[src/rtl/bpred_ctrl.sv]
// ---------------------------------------------------------------------------
// bpred_ctrl
//
// Branch-prediction controller around a table of 2-bit saturating counters.
// Fetch issues lookups; the registered prediction appears one cycle later.
// Every accepted lookup is remembered in an in-order queue as {idx, pred}.
// Execute resolves the oldest outstanding prediction, which trains the
// counter that produced it and raises a one-cycle mispredict pulse.
//
// Optional feature macro: BPRED_BYPASS_EN
//   defined   : a lookup that hits the index being updated in the same cycle
//               sees the post-update counter value.
//   undefined : such a lookup sees the pre-update value (read-before-write).
//
// Parameters:
//   IDX_W  table index width (2**IDX_W counters)
//   DEPTH  max outstanding predictions (power of two, >= 2)
//
// Ports:
//   clk         clock, rising edge
//   rst_n       asynchronous active-low reset
//   req_valid   lookup request
//   req_idx     counter index for the lookup
//   req_ready   lookup can be accepted this cycle
//   pred_valid  registered: a lookup was accepted on the last edge
//   pred_taken  registered predicted direction (holds when no accept)
//   res_valid   resolution of the oldest outstanding prediction
//   res_taken   actual branch direction
//   mispredict  registered one-cycle pulse: resolved dir != stored pred
//   inflight    number of outstanding predictions
//
// Handshake: a lookup transfers on a rising edge where req_valid && req_ready.
// req_ready comes only from the registered count, so it never depends on
// res_valid in the same cycle. res_valid has no ready; it is consumed when
// inflight > 0 and silently dropped otherwise.
// ---------------------------------------------------------------------------
module bpred_ctrl #(
    parameter int IDX_W = 4,
    parameter int DEPTH = 4
) (
    input  logic                       clk,
    input  logic                       rst_n,
    input  logic                       req_valid,
    input  logic [IDX_W-1:0]           req_idx,
    output logic                       req_ready,
    output logic                       pred_valid,
    output logic                       pred_taken,
    input  logic                       res_valid,
    input  logic                       res_taken,
    output logic                       mispredict,
    output logic [$clog2(DEPTH):0]     inflight
);

    localparam int ENTRIES = 1 << IDX_W;
    localparam int PTR_W   = $clog2(DEPTH);
    localparam int CNT_W   = PTR_W + 1;

    logic [1:0]       ctr    [ENTRIES];
    logic [IDX_W-1:0] q_idx  [DEPTH];
    logic             q_pred [DEPTH];
    logic [PTR_W-1:0] wr_ptr;
    logic [PTR_W-1:0] rd_ptr;
    logic [CNT_W-1:0] count;

    logic             accept;
    logic             pop;
    logic [IDX_W-1:0] head_idx;
    logic             head_pred;
    logic [1:0]       head_ctr;
    logic [1:0]       upd_ctr;
    logic [1:0]       look_ctr;

    assign req_ready = (count < CNT_W'(DEPTH));
    assign inflight  = count;
    assign accept    = req_valid && req_ready;
    assign pop       = res_valid && (count != '0);
    assign head_idx  = q_idx[rd_ptr];
    assign head_pred = q_pred[rd_ptr];
    assign head_ctr  = ctr[head_idx];

    // Saturating train of the counter that produced the head prediction.
    always_comb begin
        upd_ctr = head_ctr;
        if (res_taken) begin
            if (head_ctr != 2'b11) upd_ctr = head_ctr + 2'b01;
        end else begin
            if (head_ctr != 2'b00) upd_ctr = head_ctr - 2'b01;
        end
    end

    // Lookup read; the bypass build forwards a same-cycle update.
    always_comb begin
        look_ctr = ctr[req_idx];
`ifdef BPRED_BYPASS_EN
        if (pop && (head_idx == req_idx)) look_ctr = upd_ctr;
`endif
    end

    // Counter table.
    always_ff @(posedge clk or negedge rst_n) begin
        if (!rst_n) begin
            for (int i = 0; i < ENTRIES; i++) ctr[i] <= 2'b11;
        end else if (pop) begin
            ctr[head_idx] <= upd_ctr;
        end
    end

    // Queue payload needs no reset: only slots below count are ever read.
    always_ff @(posedge clk) begin
        if (accept) begin
            q_idx[wr_ptr]  <= req_idx;
            q_pred[wr_ptr] <= look_ctr[1];
        end
    end

    // Queue pointers and count; pointers wrap naturally (DEPTH is 2**PTR_W).
    always_ff @(posedge clk or negedge rst_n) begin
        if (!rst_n) begin
            wr_ptr <= '0;
            rd_ptr <= '0;
            count  <= '0;
        end else begin
            if (accept) wr_ptr <= wr_ptr + 1'b1;
            if (pop)    rd_ptr <= rd_ptr + 1'b1;
            case ({accept, pop})
                2'b10:   count <= count + 1'b1;
                2'b01:   count <= count - 1'b1;
                default: count <= count;
            endcase
        end
    end

    // Registered outputs.
    always_ff @(posedge clk or negedge rst_n) begin
        if (!rst_n) begin
            pred_valid <= 1'b0;
            pred_taken <= 1'b0;
            mispredict <= 1'b0;
        end else begin
            pred_valid <= accept;
            if (accept) pred_taken <= look_ctr[1];
            mispredict <= pop && (res_taken != head_pred);
        end
    end

endmodule

[config.mk]
export PLATFORM = sky130hd
export DESIGN_NAME = bpred_ctrl
export DESIGN_NICKNAME = d
export VERILOG_FILES = /design/src/rtl/bpred_ctrl.sv
export SDC_FILE = /design/constraint.sdc
export NUM_CORES = 1
export LEC_CHECK = 0
export ABC_AREA = 1
export CORE_MARGIN = 2
export CORE_UTILIZATION = 64
export CTS_BUF_LIST = sky130_fd_sc_hd__clkbuf_16
export CTS_CLUSTER_SIZE = 12
export DETAILED_ROUTE_END_ITERATION = 10
export GPL_TIMING_DRIVEN = 0
export PLACE_DENSITY_LB_ADDON = 0.2
export RECOVER_POWER = 25
export SETUP_SLACK_MARGIN = 0.1
export SYNTH_ARGS = -nofsm -noshare
export SYNTH_HDL_FRONTEND = slang
export SYNTH_SLANG_ARGS = --single-unit
[constraint.sdc]
create_clock -name clk -period 5.4 [get_ports clk]
set_clock_uncertainty 0.1 [all_clocks]
set_input_delay 1.08 -clock clk [delete_from_list [all_inputs] [get_ports clk]]
set_output_delay 1.08 -clock clk [all_outputs]
set_load 0.02 [all_outputs]
== After elaboration in Yosys (flattened, before gate mapping) ==
Memories as Yosys holds them, arrays and structs flattened.
Index checks and enable logic that the tools add are counted.
Word-level totals
  word-level logic and storage cells: 62
  memory bits (writable): 20
  output and inout bits: 7
  bits in registers: 42
  memories: 2
Memories
  q_idx: words 4, width 4, read ports 1, clocked after Yosys merged registers in 0, wr ports 1, line 59  | logic [IDX_W-1:0] q_idx [DEPTH];
  q_pred: words 4, width 1, read ports 1, clocked after Yosys merged registers in 0, wr ports 1, line 60  | logic q_pred [DEPTH];
Cells by class
  add/subtract/negate cells: 6
  equal/unequal tests: 4
  bitwise logic cells: 2
  order comparisons: 4
  reduce and logical (&&, ||, !) cells: 7
  muxes and demuxes: 15
Operators by type and width (number)
  $bwmux W32: 1
  $bmux W2 S4: 2
  $mux W2: 8
  $ge A5 B5 Y1 const B: 2
  $not A4 Y5: 2
  $demux W2 S4: 1
  $add A2 B1 Y2 const B: 3
  $pmux W3 S2: 1
  $lt A5 B1 Y1 const B: 1
  $logic_and A1 B1 Y1: 4
  $reduce_bool A2 Y1: 2
  $add A3 B1 Y3 const B: 1
  $lt A3 B3 Y1 const B: 1
  $reduce_bool A3 Y1: 1
  $sub A3 B1 Y3 const B: 1
  $eq A2 B1 Y1 const B: 1
  $eq A2 B2 Y1 const B: 1
  $mux W1: 2
  $ne A2 B2 Y1 const B: 1
  $sub A2 B1 Y2 const B: 1
  $ne A1 B1 Y1: 1

== Depth between registers and ports, before layout ==
Gate-level depths: netlist (run 1).
An unclocked memory read counts as a cell.
  depth after elaboration: 9
  gate-level depth with buffers: 17

== Least setup slack after synthesis (run 1) ==
OpenSTA, ideal clock, no wires.
  kind: input-to-reg
  start point: input res_valid
  end point: register count[2] (netlist: inflight[2])
  slack: 2945 ps
  required time: 5169 ps
  arrival: 2225 ps
  cell stages on the path: 8
  cells stage by stage: o31ai_1 inv_1 ha_1 inv_1 fa_1 a21oi_1 o21ai_0 xor2_1
On the way
  cells in the longest elaborated chain, start to end: 3
  elaborated cells on any way between the ends: 5
  those cells by class: 2 x eq/ne; 1 x mux; 2 x reduce/logical
Ends and longest elaborated chain
  start, declared: line 48  | input logic res_valid,
  $logic_and A1 B1 Y1 (*): line 76  | assign pop = res_valid && (count != '0);
  net pop: line 66  | logic pop;
  $eq A2 B1 Y1 / $eq A2 B2 Y1 (equally long branches): line 125  | case ({accept, pop})
  $pmux W3 S2 / $reduce_bool A2 Y1 (equally long branches)
  end signal, assigned: line 126  | 2'b10: count <= count + 1'b1;
  end signal, assigned: line 127  | 2'b01: count <= count - 1'b1;
  end signal, assigned: line 128  | default: count <= count;
  end, declared: line 63  | logic [CNT_W-1:0] count;
The timed path passes the listed nets; every way through them passes the cells marked *.
A chain may end at the register's enable or synchronous reset.

== Final worst setup path (run 1) ==
  start point: input req_idx[0]
  end point: memory q_pred[2] (data pin)
On the way
  cells in the longest elaborated chain, start to end: 4
Ends and longest elaborated chain
  start, declared: line 44  | input logic [IDX_W-1:0] req_idx,
  $not A4 Y5 (implied by the code): line 93  | look_ctr = ctr[req_idx];
  $bmux W2 S4: line 93
  $mux W2 (implied by the code) (2 in series): line 93
  net look_ctr[1]: line 71  | logic [1:0] look_ctr;
  end, declared: line 60
The timed path passes the listed nets, and every way through them passes these cells. The select of a mux whose other input is x is not followed.

==> results of run 1 <==
[report_power, final]
group | switching [mW] | internal [mW] | total [mW]
combinational | 0.855 | 0.440 | 1.29
sequential | 0.106 | 0.716 | 0.822
clock | 0.189 | 0.299 | 0.488
[area by class of cell]
cell class                 count  area (sq um)  share of cell area
buffer                         9          81.3              0.0216
clock buffer                   9           225              0.0599
clock inverter                 7          27.5             0.00732
inverter                      47           176              0.0469
multi-input combinational    270          1330               0.352
sequential                    62          1690               0.450
tap                           70          87.6              0.0233
timing repair buffer          16           148              0.0392
[metrics by stage]
step                instances  power (mW)  hold slack [ps]  setup WS [ps]
detailed placement        474        2.09              357           2100
CTS                       490        2.59              364           2460
finish                    490        2.60              364           2460
global route              490        2.77              388           2260
floorplan                 388        1.74              347           2940
global placement          473        2.06              355           2070
[layer usage]
metal	global-route usage	part of all wire	vias to the layer above	routed length (microns)
met5	0	0	-	0
met4	0.115	0.025	0	189
met3	0.0582	0.073	22	539
met2	0.441	0.48	121	3530
met1	0.416	0.43	1282	3170
li1	-	-	1288	-
[how the worst max path moves through the flow]
stage                     from     endpoint  slack (ps)  depth (start not counted)
floorplan            res_valid  inflight[2]        2940                          8
global placement         rst_n   pred_valid        2070                          1
detailed placement  req_idx[0]    q_pred[1]        2100                          6
CTS                 req_idx[0]    q_pred[0]        2460                          6
global route             rst_n  inflight[1]        2260                          2
finish              req_idx[0]    q_pred[2]        2460                          6
[cell usage in the layout (no fill, tap or decap), drive strengths merged]
| cell type | n |
|---|---|
| ha | 5 |
| xor2 | 3 |
| dfrtp | 10 |
| xnor2 | 1 |
| fa | 1 |
| edfxtp | 20 |
| nand2 | 140 |
| nor2 | 32 |
| o31ai | 1 |
| dfstp | 32 |
| clkbuf | 11 |
| a21oi | 6 |
| o21ai | 14 |
| nor3 | 1 |
| a31oi | 1 |
| clkdlybuf4s50 | 14 |
| o22ai | 1 |
| mux2i | 4 |
| clkinv | 4 |
| o211ai | 4 |
| buf | 9 |
| inv | 50 |
| nand3 | 56 |
[cells by family (layout without fill, tap and decap cells)]
logic type / after synthesis / count (layout) / synth area share
flops: 62 / 62 / 0.517
compound gates: 27 / 27 / 0.0470
xor+xnor: 4 / 4 / 0.0107
buf+inv: 56 / 88 / 0.0787
fa+ha+maj: 6 / 6 / 0.0252
simple gates: 229 / 229 / 0.310
mux: 4 / 4 / 0.0122
[sequential cells by signal (all words and copies together) (netlist names)]
register / flops
q_pred: 4
pred_taken: 1
wr_ptr: 2
ctr: 32
inflight: 3
q_idx: 16
mispredict: 1
pred_valid: 1
rd_ptr: 2
[critical path: cells and delay by family]
| kind | cells | cell delay [ps] |
|---|---|---|
| muxes | 1 | 270 |
| AOI/OAI and AO/OA | 2 | 320 |
| buffers and inverters | 2 | 1080 |
| and+or+nand+nor | 1 | 140 |
==> summary.md, run 1 <==
| Metric | Value |
|---|---|
| Congestion Overflow GR | `0` |
| WL/cell | `15.2 microns` |
| Kind of critical path | `input pin to flop` |
| Via density | `5.54` |
| Register area share after synthesis | `0.517` |
| Crit start category | `input pin` |
| Critical path fanouts, max | `10` |
| CP peak stage delay | `660 ps` |
| Top-area cell type share of the netlist area | `0.257` |
| CTS tree | `done` |
| Iter 0 DRT Violations | `362` |
| Layout area overhead | `14.9%` |
| Count of final setup violators | `0` |
| YS warnings | `0` |
| Critical path arrival | `2900 ps` |
| Leading post-synthesis cells by cell area | `dfstp_2, edfxtp_1, nand2_1` |
| Antenna cells | `0` |
| CORE AREA | `5010 sq um` |
| Initial core utilization | `0.654` |
| Yosys reg bits | `62` |
| Status | `finished clean` |
| Post-synthesis area per instance | `8.44 sq um` |
| Final HPWL DP | `5240 microns` |
| Total CTS buffers | `9` |
| RR Startpoint | `inflight[1]` |
| Site Rows | `26` |
| # IOs | `16` |
| Post-Route WL | `7430 microns` |
| Deepest clock path buffer count | `2` |
| Pin count of the biggest net entering global routing | `23` |
| Final Critical Period | `2940 ps` |
| Fin area | `3760 sq um` |
| Setup TNS | `0 ps` |
| Post-DRT Antenna Nets | `0` |
| Reg2Reg Capture Point | `inflight[1]` |
| Final Hold Viols | `0` |
| Post-CTS Hold Buffers | `0` |
| First-pass GRT wire length | `12000 microns` |
| Routability cong. | `0.942` |
| # H-tree levels | `3` |
| Postcts setup bufs | `0` |
| RSZ-0062 raised after global routing | `no` |
| Die width | `75.5 microns` |
| Unique masters post-synth | `30` |
| Worst Path Required | `5350 ps` |
| Vias in the first global route | `2546` |
| Syn_nets | `403` |
| Period utilization | `0.545` |
| Asr flop ratio synth | `0.677` |
| Die ar. | `5700 sq um` |
| Slowest-stage cell, CP | `clkdlybuf4s50_1` |
| Hold endpoint | `ctr[4]` |
| Max-cap viol count | `0` |
| Slew margin rel. | `0.201` |
| Worst-path clk slew | `50 ps` |
| Fin util | `0.751` |
| Post-CTS Resized | `0` |
| Clock latency on the worst-skew pair | `330 ps` |
| Count leader, synth | `nand2_1` |
| Critical Path End Type | `flop` |
| Cell Chain, Critical Path | `clkdlybuf4s50_1, buf_1, mux2i_1, o21ai_0, o211ai_1, nand2_1` |
| FILL cells | `379` |
| Post-synth EDFFs | `20` |
| # DRC | `0` |
| Min-Delay Startpoint | `ctr[4]` |
| Fin. max-slew vios | `0` |
| Root Buffer | `clkbuf_16` |
| Total global routing track utilization | `0.291` |
| Via Count | `2713` |
| Worst Tran Pin Value | `1200 ps` |
| First-pass DRT Iterations | `6` |
| Share of cells above drive strength 1 | `0.167` |
| Port Buffer Count | `15` |
| Leakage power | `1.67 nW` |
| Initial antenna violation count | `0` |
| Most used DFF post-synth | `dfstp_2` |
| Largest area contributor in the netlist | `dfstp_2` |
| Fmax | `340 MHz` |
| Die H | `75.5 microns` |
| CTS Sinks | `62` |
| Cell count after synthesis | `388` |
| Worst hold path stage count | `2` |
| Mapped Area | `3270 sq um` |
| Total Nets Final | `430` |
| DP Area | `3530 sq um` |
| Worst Hold Class | `flop to flop` |
| PwrDens | `692 nW/um^2` |
| R2R Setup Slk | `2990 ps` |
| R2R cell count | `6` |
| VDD IR-drop max | `0.000406 V` |
| Top cells by count, synth | `nand2_1, nand3_1, inv_1, dfstp_2, nor2_1` |
Power figures use the tool's default switching activity.
==> run 2, diff against run 1 <==
- CORE_UTILIZATION: 64 -> 60
- clock period: 5.4 -> 2.9 ns (I/O delays scaled with it)
==> run 2 against run 1 <==
Effect of this change:
- sequential share of layout area shrank 0.19 points
- power increased by 87%
- first-iteration DRC count down 3.6%
- combinational power increased by 88%
- register-to-register slack lost 2500 ps
- clock-buffer cell count unchanged
- worst setup slack got worse by 2000 ps
- largest power group unchanged
- hold slack worse by 250 ps
- via count is 1.9% higher
- cell area rose by 0.43%
- critical path depth unchanged
- utilization is 2.0 points lower
==> summary.md, run 2 (synthesis gave the netlist of run 1 again) <==
| Metric | Value |
|---|---|
| R2R cell count | `15 (+9)` |
| Share of cells above drive strength 1 | `0.169 (+0.00238)` |
| Worst-path clk slew | `50 ps (about the same)` |
| Worst Tran Pin Value | `590 ps (-609 ps)` |
| Final Hold Viols | `0 (unchanged)` |
| Iter 0 DRT Violations | `349 (-3.6%)` |
| Crit start category | `input pin` |
| Status | `finished clean` |
| Root Buffer | `clkbuf_16` |
| Worst Hold Class | `input pin to async pin` |
| Kind of critical path | `input pin to flop` |
| First-pass GRT wire length | `12900 microns (+7.8%)` |
| Total CTS buffers | `9 (unchanged)` |
| Via Count | `2764 (+1.9%)` |
| PwrDens | `1290 nW/um^2 (+87%)` |
| Via density | `5.64 (+1.9%)` |
| Layout area overhead | `15.4%` |
| Setup TNS | `0 ps (unchanged)` |
| Count of final setup violators | `0 (unchanged)` |
| Critical path arrival | `2350 ps (-550 ps)` |
| Clock latency on the worst-skew pair | `330 ps (about the same)` |
| Routability cong. | `0.876 (-7.0%)` |
| Total Nets Final | `430 (unchanged)` |
| Antenna cells | `0 (unchanged)` |
| Initial core utilization | `0.633 (-0.0206)` |
| Top flop regs | `ctr (32), q_idx (16), q_pred (4)` |
| Pin count of the biggest net entering global routing | `37 (+61%)` |
| Fin. max-slew vios | `0 (unchanged)` |
| Largest reg by FF count | `ctr` |
| Commonest non-fill, non-tap cell in the layout | `nand2_1` |
| Congestion Overflow GR | `0 (unchanged)` |
| Port Buffer Count | `15 (unchanged)` |
| Tightest hold margin | `110 ps (-253 ps)` |
| Final HPWL DP | `5220 microns (-0.37%)` |
| Post-Route WL | `7690 microns (+3.6%)` |
| # H-tree levels | `3 (unchanged)` |
| Initial antenna violation count | `0 (unchanged)` |
| RSZ-0062 raised after global routing | `no` |
| Worst Path Required | `2850 ps (-2500 ps)` |
| Site Rows | `26 (unchanged)` |
| Die ar. | `6060 sq um (+6.3%)` |
| CTS Sinks | `62 (unchanged)` |
| Max-cap viol count | `0 (unchanged)` |
| First-pass DRT Iterations | `5 (-1)` |
| CTS tree | `done` |
| Most frequent cells in the layout | `nand2_1, nand3_1, inv_1, dfstp_2, nor2_1` |
| Die width | `77.9 microns (+3.1%)` |
| # IOs | `16 (unchanged)` |
| Critical Path End Type | `flop` |
| Vias in the first global route | `2739 (+7.6%)` |
| Final Critical Period | `2400 ps` |
| WL/cell | `15.7 microns (+3.6%)` |
| Post-CTS Hold Buffers | `0 (unchanged)` |
| Deepest clock path buffer count | `2 (unchanged)` |
| Critical path fanouts, max | `10 (unchanged)` |
| Slew margin rel. | `0.605 (+0.404)` |
| Period utilization | `0.829` |
| Die H | `77.9 microns (+3.1%)` |
| Post-DRT Antenna Nets | `0 (unchanged)` |
| Postcts setup bufs | `0 (unchanged)` |
| Total global routing track utilization | `0.281 (-0.00972)` |
| Max reg flops | `32 (unchanged)` |
| CORE AREA | `5170 sq um (+3.2%)` |
| # DRC | `0 (unchanged)` |
| Fmax | `416 MHz` |
| Leakage power | `1.68 nW (+0.72%)` |
| Post-CTS Resized | `0 (unchanged)` |
| VDD IR-drop max | `0.000739 V (+82%)` |
[run 2: worst max-delay path, cell delays in order]
cell and delay (ps):
clkdlybuf4s50_1 660, buf_1 400, mux2i_1 230, o21ai_0 80, o211ai_1 240, nand2_1 160
[run 2: through the flow]
step / cell area, sq um / total power [mW] / util / worst slack, ps / cells
floorplan: 3270 / 3.23 / - / 880 / 388
global placement: 3510 / 3.84 / 0.679 / 40.4 / 473
detailed placement: 3530 / 3.92 / 0.682 / 158 / 474
CTS: 3780 / 4.84 / 0.731 / 502 / 490
global route: 3780 / 5.19 / 0.731 / 328 / 490
finish: 3780 / 4.88 / 0.731 / 495 / 490
[run 2: area by class of cell]
type | count | area, sq um
Clock buffer | 9 | 225
Inverter | 47 | 176
Multi-Input combinational cell | 270 | 1330
Sequential cell | 62 | 1690
Fill cell | 379 | 1390
Clock inverter | 7 | 27.5
Buffer | 9 | 81.3
Timing Repair Buffer | 16 | 164
Tap cell | 70 | 87.6
[run 2: layer usage]
| metal | part of all wire | GRT usage |
|---|---|---|
| met1 | 0.43 | 0.377 |
| met2 | 0.48 | 0.435 |
| met3 | 0.068 | 0.0593 |
| met4 | 0.022 | 0.139 |
| met5 | 0 | 0 |
[run 2: final timing paths]
check                           slack [ps]          end       start
worst max-delay path                   500    q_pred[0]  req_idx[0]
worst min-delay path                   110  inflight[2]       rst_n
worst max register to register         530      ctr[29]   rd_ptr[1]
worst min register to register         370      ctr[14]     ctr[14]
max in group asynchronous             1930      ctr[21]       rst_n
min in group clk                       370      ctr[14]     ctr[14]
[run 2: power by group]
part	total [mW]	switching [mW]	internal, mW
registers	1.54	0.203	1.33
clock network	0.914	0.359	0.556
logic	2.43	1.61	0.822
total	4.88	2.17	2.71
==> run 3, diff against run 2 <==
- clock period: 2.9 -> 2.5 ns (I/O delays scaled with it)
==> run 3 against run 2 <==
Effect of this change:
- hold slack improved by 260 ps
- non-clock buffer count grew 3
- die area unchanged
- clock-buffer cell count unchanged
- highest routed layer unchanged
- register-to-register slack got worse by 300 ps
- worst setup slack got worse by 260 ps
- sequential power increased by 16%
- combinational power increased by 24%
- wire length grew 2.9%
- sequential share of layout area down 0.84 points
- critical endpoint is now ctr[8]
==> summary.md, run 3 (synthesis gave the netlist of run 1 again) <==
| Metric | Value |
|---|---|
| Slew margin rel. | `0.398 (-0.208)` |
| Root Buffer | `clkbuf_16` |
| Port Buffer Count | `15 (unchanged)` |
| CTS tree | `done` |
| Layout area overhead | `17.7%` |
| # IOs | `16 (unchanged)` |
| Leakage power | `1.71 nW (+1.7%)` |
| Pin count of the biggest net entering global routing | `37 (unchanged)` |
| Via Count | `2797 (+1.2%)` |
| Most frequent cells in the layout | `nand2_1, nand3_1, inv_1, dfstp_2, nor2_1` |
| Dpl ws | `-162 ps (-320 ps)` |
| First-pass GRT wire length | `12900 microns (unchanged)` |
| # H-tree levels | `3 (unchanged)` |
| Status | `finished clean` |
| Top flop regs | `ctr (32), q_idx (16), q_pred (4)` |
| CP peak stage delay | `350 ps (-310 ps)` |
| Clock share of power | `0.181 (-0.006)` |
| Sw Pwr | `2.62 mW (+21%)` |
| Net Sw Frac | `0.447 (+0.00278)` |
| Slowest-stage cell, CP | `dfrtp_1` |
| Internal | `3.24 mW (+19%)` |
| Total global routing track utilization | `0.281 (unchanged)` |
| Worst setup margin | `230 ps (-265 ps)` |
| Post-Route WL | `7920 microns (+2.9%)` |
| Congestion Overflow GR | `0 (unchanged)` |
| Critical path fanouts, max | `10 (unchanged)` |
| Placed cells | `474 (unchanged)` |
| Deepest clock path buffer count | `2 (unchanged)` |
| Routability cong. | `0.876 (unchanged)` |
| Period utilization | `0.908` |
| Crit start category | `flop` |
| Site Rows | `26 (unchanged)` |
| Comb power frac | `0.513 (+0.015)` |
| Pwr Total | `5.86 mW (+20%)` |
| Final Critical Period | `2270 ps` |
| Iter 0 DRT Violations | `370 (+6.0%)` |
| Total Nets Final | `433 (+0.70%)` |
| CORE AREA | `5170 sq um (unchanged)` |
| Fmax | `441 MHz` |
| Cell Chain, Critical Path | `buf_2, inv_4, nand3_4, nand2_8, inv_2, buf_6, nand2_1, nand3_1, nand3_1, nand2_1, nor2_4, nand2_2, nand2_4, buf_6, nand2_1, nand2_1` |
| Reg power frac | `0.306 (-0.009)` |
| Worst Tran Pin Value | `903 ps (+314 ps)` |
| Worst Path Required | `2670 ps (-180 ps)` |
| WL/cell | `16.1 microns (+2.3%)` |
| Fin. max-slew vios | `0 (unchanged)` |
| PwrDens | `1520 nW/um^2 (+18%)` |
| Worst Hold Class | `flop to flop` |
| Setup TNS | `0 ps (unchanged)` |
| Die ar. | `6060 sq um (unchanged)` |
| Post-DRT Antenna Nets | `0 (unchanged)` |
| Max-cap viol count | `0 (unchanged)` |
| Critical path arrival | `2440 ps (+90 ps)` |
| Kind of critical path | `flop to flop` |
| Fin cells | `493 (+0.61%)` |
| CTS Sinks | `62 (unchanged)` |
| Antenna cells | `0 (unchanged)` |
| Largest reg by FF count | `ctr` |
| Critical Path End Type | `flop` |
| Final Hold Viols | `0 (unchanged)` |
| Final HPWL DP | `5220 microns (unchanged)` |
| VDD IR-drop max | `0.000863 V (+17%)` |
| Vias in the first global route | `2739 (unchanged)` |
| First-pass DRT Iterations | `8 (+3)` |
| Share of cells above drive strength 1 | `0.187 (+0.0177)` |
| Worst-path clk slew | `50 ps (about the same)` |
| Die H | `77.9 microns (unchanged)` |
| Total CTS buffers | `9 (unchanged)` |
| Max reg flops | `32 (unchanged)` |
| Initial antenna violation count | `0 (unchanged)` |
| Die width | `77.9 microns (unchanged)` |
| RSZ-0062 raised after global routing | `no` |
| Most frequent cell on the critical path | `nand2_1` |
| Initial core utilization | `0.633 (unchanged)` |
| # DRC | `0 (unchanged)` |
| Commonest non-fill, non-tap cell in the layout | `nand2_1` |
| Via density | `5.67 (+0.58%)` |
| Clock latency on the worst-skew pair | `330 ps (about the same)` |
| Count of final setup violators | `0 (unchanged)` |
-- run 3: changes by cell type in the layout (fill, tap and decap cells not counted), sizes merged --
cell           change
dlygate4sd3        +6
clkdlybuf4s50      -5
clkbuf             +2
-- run 3: timing repair --
item                                    4_1_cts  5_1_grt
endpoints found under the setup margin        0       28
hold buffers                                  1        0
endpoints found under the hold margin         6        0
buffers inserted                              0        2
resized for setup                             0       13
-- run 3: metrics by stage --
stage	utilization	area (sq um)	hold WS, ps
detailed placement	0.682	3530	273
global placement	0.679	3510	354
floorplan	-	3270	104
global route	0.745	3850	382
CTS	0.733	3790	371
finish	0.745	3850	370
-- run 3: metal layers --
layer,vias up,track usage,part of all wire
li1,1303,-,-
met1,1339,0.377,0.42
met2,137,0.435,0.49
met3,18,0.0593,0.073
met4,0,0.139,0.020
met5,-,0,0
-- run 3: power groups by stage --
stage / sequential, mW / combinational (mW) / clock [mW]
finish: 1.79 / 3.01 / 1.06
detailed placement: 1.78 / 2.76 / 0
floorplan: 1.76 / 1.99 / 0
global placement: 1.77 / 2.68 / 0
CTS: 1.77 / 2.79 / 1.06
global route: 1.82 / 3.30 / 1.10
-- run 3: final timing paths --
check	startpoint	end	slack, ps	depth (start not counted)
worst max-delay path	rd_ptr[1]	ctr[8]	230	16
worst min-delay path	ctr[14]	ctr[14]	370	2
worst max register to register	rd_ptr[1]	ctr[8]	230	16
worst min register to register	ctr[14]	ctr[14]	370	2
max in group asynchronous	rst_n	rd_ptr[0]	440	3
min in group asynchronous	rst_n	pred_valid	540	2
-- run 3: layout make-up --
type / instances / area (sq um)
sequential: 62 / 1690
multi-input combinational: 270 / 1370
fill: 366 / 1320
clock buffer: 9 / 225
timing repair buffer: 19 / 186
inverter: 47 / 181
tap: 70 / 87.6
buffer: 9 / 82.6
clock inverter: 7 / 27.5
-- run 3: worst max-delay path, delay by kind of cell (launching register included) --
family	cells	cell delay, ps
buffers and inverters	5	650
DFF	1	350
and+or+nand+nor	11	1100
